===== src/rtl/hazard_ctrl.sv =====
`default_nettype none
// ============================================================================
//  Module      : hazard_ctrl
//  Description : Pipeline hazard controller. Resolves load-use bubbles,
//                data-memory wait freezes and taken-branch flushes with a
//                fixed priority, watches for memory requests that never
//                complete (timeout -> absorbing FAULT) and counts stalled
//                cycles in a saturating 16-bit performance counter.
//  Revision    : 1.0 - initial release
// ============================================================================
module hazard_ctrl #(
    // Consecutive MEM_WAIT cycles tolerated before fault; legal range 2..31
    parameter int MEM_TIMEOUT = 15
) (
    input  logic        clk_i,
    input  logic        rst_i,
    input  logic [4:0]  ID_rs1_i,
    input  logic [4:0]  ID_rs2_i,
    input  logic        EX_MemRead_i,
    input  logic [4:0]  EX_rd_i,
    input  logic        mem_req_i,
    input  logic        mem_ack_i,
    input  logic        branch_taken_i,
    output logic        PC_write_o,
    output logic        IF_ID_write_o,
    output logic        IF_ID_flush_o,
    output logic        ctrl_flush_o,
    output logic        stall_o,
    output logic        fault_o,
    output logic [15:0] stall_cycles_o
);

    typedef enum logic [1:0] {
        ST_RUN      = 2'd0,
        ST_MEM_WAIT = 2'd1,
        ST_FAULT    = 2'd2
    } state_t;

    // Last wait_cnt value at which an un-acked request is still tolerated
    localparam logic [4:0]  c_WAIT_LAST = 5'(MEM_TIMEOUT - 1);
    localparam logic [15:0] c_CNT_MAX   = 16'hFFFF;

    state_t      r_state;
    logic [4:0]  r_wait_cnt;
    logic [15:0] r_stall_cycles;

    logic        w_load_use;
    logic        w_mem_busy;

    // Hazard detection on the current ID/EX/MEM contents
    always_comb begin
        w_load_use = EX_MemRead_i && (EX_rd_i != 5'd0) &&
                     ((EX_rd_i == ID_rs1_i) || (EX_rd_i == ID_rs2_i));
        w_mem_busy = mem_req_i && !mem_ack_i;
    end

    // Pipeline control outputs, priority FAULT > mem_busy > load_use > branch
    always_comb begin
        PC_write_o    = 1'b1;
        IF_ID_write_o = 1'b1;
        IF_ID_flush_o = 1'b0;
        ctrl_flush_o  = 1'b0;
        stall_o       = 1'b0;
        fault_o       = 1'b0;
        if (r_state == ST_FAULT) begin
            PC_write_o    = 1'b0;
            IF_ID_write_o = 1'b0;
            stall_o       = 1'b1;
            fault_o       = 1'b1;
        end else if (w_mem_busy) begin
            // Whole pipeline frozen while the data memory is outstanding
            PC_write_o    = 1'b0;
            IF_ID_write_o = 1'b0;
            stall_o       = 1'b1;
        end else if (w_load_use) begin
            // Hold PC and IF/ID, inject one bubble into ID/EX
            PC_write_o    = 1'b0;
            IF_ID_write_o = 1'b0;
            ctrl_flush_o  = 1'b1;
        end else if (branch_taken_i) begin
            IF_ID_flush_o = 1'b1;
        end
    end

    // Memory-wait state machine with timeout watchdog
    always_ff @(posedge clk_i or posedge rst_i) begin
        if (rst_i) begin
            r_state    <= ST_RUN;
            r_wait_cnt <= 5'd0;
        end else begin
            case (r_state)
                ST_RUN: begin
                    r_wait_cnt <= 5'd0;
                    if (w_mem_busy) begin
                        r_state <= ST_MEM_WAIT;
                    end
                end
                ST_MEM_WAIT: begin
                    // An ack or a withdrawn request both end the wait
                    if (!w_mem_busy) begin
                        r_state    <= ST_RUN;
                        r_wait_cnt <= 5'd0;
                    end else if (r_wait_cnt == c_WAIT_LAST) begin
                        r_state <= ST_FAULT;
                    end else begin
                        r_wait_cnt <= r_wait_cnt + 5'd1;
                    end
                end
                ST_FAULT: begin
                    r_state <= ST_FAULT;
                end
                default: begin
                    r_state    <= ST_RUN;
                    r_wait_cnt <= 5'd0;
                end
            endcase
        end
    end

    // Saturating count of cycles lost to stalls and bubbles
    always_ff @(posedge clk_i or posedge rst_i) begin
        if (rst_i) begin
            r_stall_cycles <= 16'd0;
        end else if ((stall_o || ctrl_flush_o) && (r_stall_cycles != c_CNT_MAX)) begin
            r_stall_cycles <= r_stall_cycles + 16'd1;
        end
    end

    assign stall_cycles_o = r_stall_cycles;

endmodule
`default_nettype wire

===== config.mk =====
export PLATFORM = sky130hd
export DESIGN_NAME = hazard_ctrl
export DESIGN_NICKNAME = d
export VERILOG_FILES = /design/src/rtl/hazard_ctrl.sv
export SDC_FILE = /design/constraint.sdc
export NUM_CORES = 1
export LEC_CHECK = 0
export BUFFER_PORTS_ARGS = -buffer_cell sky130_fd_sc_hd__buf_2
export CAP_MARGIN = 10
export CORE_MARGIN = 5
export CORE_UTILIZATION = 50
export CTS_CLUSTER_SIZE = 14
export DETAILED_ROUTE_END_ITERATION = 10
export PLACE_DENSITY = 0.8
export SLEW_MARGIN = 20
export SYNTH_ARGS = -nofsm -noshare
export SYNTH_HDL_FRONTEND = slang
export SYNTH_SLANG_ARGS = --single-unit

===== constraint.sdc =====
create_clock -name clk_i -period 2.73 [get_ports clk_i]
set_clock_uncertainty 0.15 [all_clocks]
set_input_delay 0.1365 -clock clk_i [delete_from_list [all_inputs] [get_ports clk_i]]
set_output_delay 0.1365 -clock clk_i [all_outputs]
set_load 0.005 [all_outputs]

Word level (Yosys, flattened, before mapping):

Cells that the tools add are included.

* bits of input ports: 21
* flip-flop bits (word level): 23

* reduce and logical (&&, ||, !) cells: 11
* equal/unequal tests: 9
* mux-type cells: 20
* add/sub/neg operators: 2
* bitwise logic cells: 1

Operator list (count)
* adder 16 x 1 -> 16 bit, second input constant: 1
* != test 16 bit, second input constant: 1
* two-way mux 1 bit: 13
* equality test 5 bit: 2
* two-way mux 5 bit: 2
* case mux 5 bit (2 select lines): 1
* two-way mux 2 bit: 3
* != test 3 bit, second input constant: 2
* case mux 2 bit (3 select lines): 1
* adder 5 x 1 -> 5 bit, second input constant: 1
* equality test 5 x 4 -> 1 bit, second input constant: 1
* nonzero test 5 bit: 1
* logical AND 1 bit: 4
* AND reduction 2 bit: 2
* equality test 2 x 1 -> 1 bit, second input constant: 1
* equality test 2 bit, second input constant: 1
* logical NOT 2 bit: 1
* logical OR 1 bit: 2
* != test 2 bit, second input constant: 1
* logical NOT 1 bit: 1
* NOT 1 bit: 1

Logic depth before layout (Yosys ltp):

* word-level depth: 8
* mapped depth: 7
* gate-level depth less buffers: 7

Worst setup path before layout:

OpenSTA, ideal clock, no wires.

* kind: reg2reg
* from: register r_stall_cycles[0], in the netlist stall_cycles_o[0]
* to: register r_stall_cycles[1], in the netlist stall_cycles_o[1]
* data required time: 2.455 ns
* path buffers: 0
* arrival: 1.708 ns
* cell stages (with the launch flop): 7
* slack: 0.747 ns
* cell sequence: dfrtp_1 ha_1 and3_1 nand3_1 nor3_2 nor2_2 mux2_4

* longest elaborated chain between the ends: 2
* elaborated cells on any way between the ends: 3
* classes of those cells: add/sub (1); eq/ne (1); reduce/logical (1)

Ends and longest elaborated chain
* start, declared: RTL line 45 `logic [15:0] r_stall_cycles;`
* start signal, assigned: RTL line 125 `r_stall_cycles <= r_stall_cycles + 16'd1;`
* parallel branches: the longest is 2 deep, another holds adder 16 x 1 -> 16 bit

Parallel ways; which one is timed is not known.
A chain may end at the register's enable or synchronous reset.

Final worst setup path:

Same ends and word-level chain as after synthesis.

==> flow_metrics.py <==
metrics = {
    "power_and_ir_drop": {
        "pwr-share-clk": 0.173,
        "p_comb_frac": 0.282,
        "power.switching_mw": 0.2947,
        "p_per_area_nw_per_um2": 560.9,
        "peakVddDrop_uv": 638.4,
        "total_power_mw": 0.8886,
        "p_seq_frac": 0.544,
        "internal-power_mw": 0.5939,
        "swShare": 0.3316,
        "p_leak_nw": 0.7289,
    },
    "global_route": {
        "antenna_found_initial": 0,
        "grt_pass1_wl_mm": 4.450,
        "grtUsageTotal": 0.1573,
        "grt_max_degree": 24,
        "overflow": 0,
        "grt_pass1_vias": 1075,
    },
    "timing": {
        "rsz0062_at_grt": "false",
        "drv_slew": 0,
        "slew_headroom": 0.4437,
        "finalHoldViolCount": 0,
        "clock.fmax_mhz": 449.8,
        "finalCriticalPeriod_ns": 2.223,
        "post-route-period-util": 0.8144,
        "tightestPinTransition_ns": 0.8335,
        "fin_setup_tns_ns": 0,
        "setup_viol": 0,
    },
    "layout": {
        "final_nets": 200,
        "postLayoutCoreUtil": 0.6336,
        "layout-drive-gt1-share": 0.2971,
        "nFillCells": 209,
        "area_delta_synth_final_pct": 21.15,
        "antennaDiodeCount": 0,
        "regArea_um2": 575.6,
        "multi_input_area_um2": 683.2,
        "finalNonFillerCells": 205,
    },
    "setup_path": {
        "r2r_setup_slack_ns": 0.51,
        "endpoint_kind": "flop",
        "crit_type": "flop to flop",
        "slowest_delay_ns": 0.47,
        "cp_max_fo": 7,
        "cp.arrival_ns": 2.29,
        "crit_path_cell_trace": "ha_1, and3_1, nand3_1, nor3_2, nor2_2, mux2_4",
        "r2r-end": "stall_cycles_o[1]",
        "start_kind": "flop",
        "r2r-start": "stall_cycles_o[0]",
        "r2r_cells": 6,
        "crit_required_ns": 2.79,
        "cp_slowest_cell": "nor3_2",
    },
    "floorplanning": {
        "io_pins": 43,
        "rows": 18,
        "start_util": 0.5230,
        "fp.dieW_um": 61.14,
        "die_y_um": 61.14,
        "coreArea_um2": 2500,
        "dieArea_um2": 3737,
    },
    "placement": {
        "portBuffers": 42,
        "dp.cells": 199,
        "hpwlAfterDp_mm": 2.111,
        "place.gp.congestion": 0.7838,
    },
    "clock_network": {
        "cts.sinks": 23,
        "clk_path_buf_depth": 2,
        "htreeDepth": 1,
        "ctsRootBufferMaster": "clkbuf_4",
        "cts_buffers": 3,
        "cts_tree": "built",
        "clk_pin_slew_ns": 0.13,
        "cts_setup_buffers": 0,
        "clkLatencyLatePin_ns": 0.31,
    },
    "synthesis": {
        "synthDistinctLibCells": 35,
        "synth_seq_cells": 23,
        "mappedNetlistNets": 153,
        "yosys_warnings": 0,
        "yosysSeqAreaShare": 0.4402,
        "synthCells": 129,
        "netlist_area_um2": 1308,
        "synth.avg_cell_area_um2": 10.14,
    },
    "detailed_routing": {
        "first_iter_violations": 28,
        "vias_per_cell": 5.376,
        "vias": 1102,
        "finalWirelength_mm": 2.695,
        "wl_per_cell_um": 13.15,
        "drtAntennaViolNets": 0,
        "first_pass_iters": 4,
        "drc": 0,
    },
    "hold_path": {
        "min-delay-start": "mem_req_i",
        "min_path_type": "input port to flop",
        "worst_hold_path.num_cells": 4,
        "whs_endpoint": "r_state[0]",
    },
    "outcome": {
        "status": "completed",
    },
    "job": {
        "drv_cap": 0,
    },
}
registers in the layout, indices dropped and copies added, names as in the netlist:
| name | count |
|---|---|
| stall_cycles_o | 16 |
| r_state | 2 |
| r_wait_cnt | 5 |
synthesized netlist by cell type (all sizes together):
cell	count	area share
dfrtp	23	0.44
xor2	13	0.087
xnor2	12	0.080
nand2	9	0.026
nand3	9	0.034
inv	8	0.023
nor2	8	0.025
nor3	8	0.034
mux2	4	0.040
nand4	4	0.019
ha	3	0.029
nand2b	3	0.014
nor3b	3	0.017
a21oi	2	0.016
and3	2	0.0096
buf	2	0.014
nor4	2	0.0096
o22ai	2	0.0096
o31ai	2	0.011
a21boi	1	0.0057
a311o	1	0.0077
a31oi	1	0.0048
and2	1	0.0048
and4b	1	0.0077
nor4b	1	0.0067
o21a	1	0.0057
o21ai	1	0.0038
o32ai	1	0.0067
or4	1	0.0057
cell families after synthesis:
logic type / count (synthesis) / share of synthesized area
simple gates: 52 / 0.2144
xor+xnor: 25 / 0.1675
flops: 23 / 0.4402
compound gates: 12 / 0.07177
buf+inv: 10 / 0.03732
mux: 4 / 0.04019
fa+ha+maj: 3 / 0.02871
power by group through the flow:
stage	Combinational, mW	Clock (mW)	Sequential (mW)
global route	0.281	0.177	0.496
detailed placement	0.252	0	0.488
floorplan	0.143	0	0.480
global placement	0.244	0	0.483
CTS	0.255	0.156	0.482
finish	0.251	0.154	0.484
layer usage:
metal,track usage,share of wire,routed length [um]
met3,0.06080,0.12,321
met4,0.02786,0.0056,15
met1,0.1907,0.43,1163
met5,0,0,0
met2,0.2689,0.44,1194
placed cells by master, fill, tap and decap left out, types with 3 or more instances in the layout:
master and n:
buf_2 42, xor2_1 13, nand2_1 9, nor3_1 7, inv_1 8, nand3_1 9
nor3b_1 3, nand4_1 4, clkbuf_4 3, nand2b_1 3, dfrtp_1 23, ha_1 3
xnor2_1 12, nor2_1 7
critical path, delay by kind of cell, from the launching register on:
kind,cells,cell delay [ns]
muxes,1,0.31
adders and majority gates,1,0.18
and+or+nand+nor,4,1.02
DFF,1,0.45
area by class of cell:
type                            count  share of cell area
Tap cell                           30             0.02370
Inverter                            8             0.01896
Multi-Input combinational cell     96              0.4313
Sequential cell                    23              0.3633
Clock inverter                      1            0.003160
Clock buffer                        3             0.01422
Timing Repair Buffer               44              0.1453
how the worst max path moves through the flow:
stage / from / endpoint / cells past startpoint
after global routing: stall_cycles_o[0] / stall_cycles_o[1] / 6
after CTS: stall_cycles_o[0] / stall_cycles_o[1] / 6
final: stall_cycles_o[0] / stall_cycles_o[1] / 6
after floorplan: stall_cycles_o[0] / stall_cycles_o[1] / 6
after detailed placement: stall_cycles_o[0] / stall_cycles_o[1] / 6
after global placement: EX_rd_i[1] / stall_cycles_o[14] / 6
through the flow:
stage	worst slack, ns	instance area (um^2)	hold WS [ns]
3_3_place_gp	0.6229	1536	0.1911
5_1_grt	0.3726	1584	0.07258
6_report	0.5068	1584	0.06322
2_1_floorplan	0.7468	1308	-0.01158
3_5_place_dp	0.5414	1536	0.2075
4_1_cts	0.5161	1584	0.05995
what timing repair did:
item	CTS	global route
resized for setup	0	0
hold buffers	2	0
hold endpoints to repair	24	0
(Power assumes the default switching activity.)
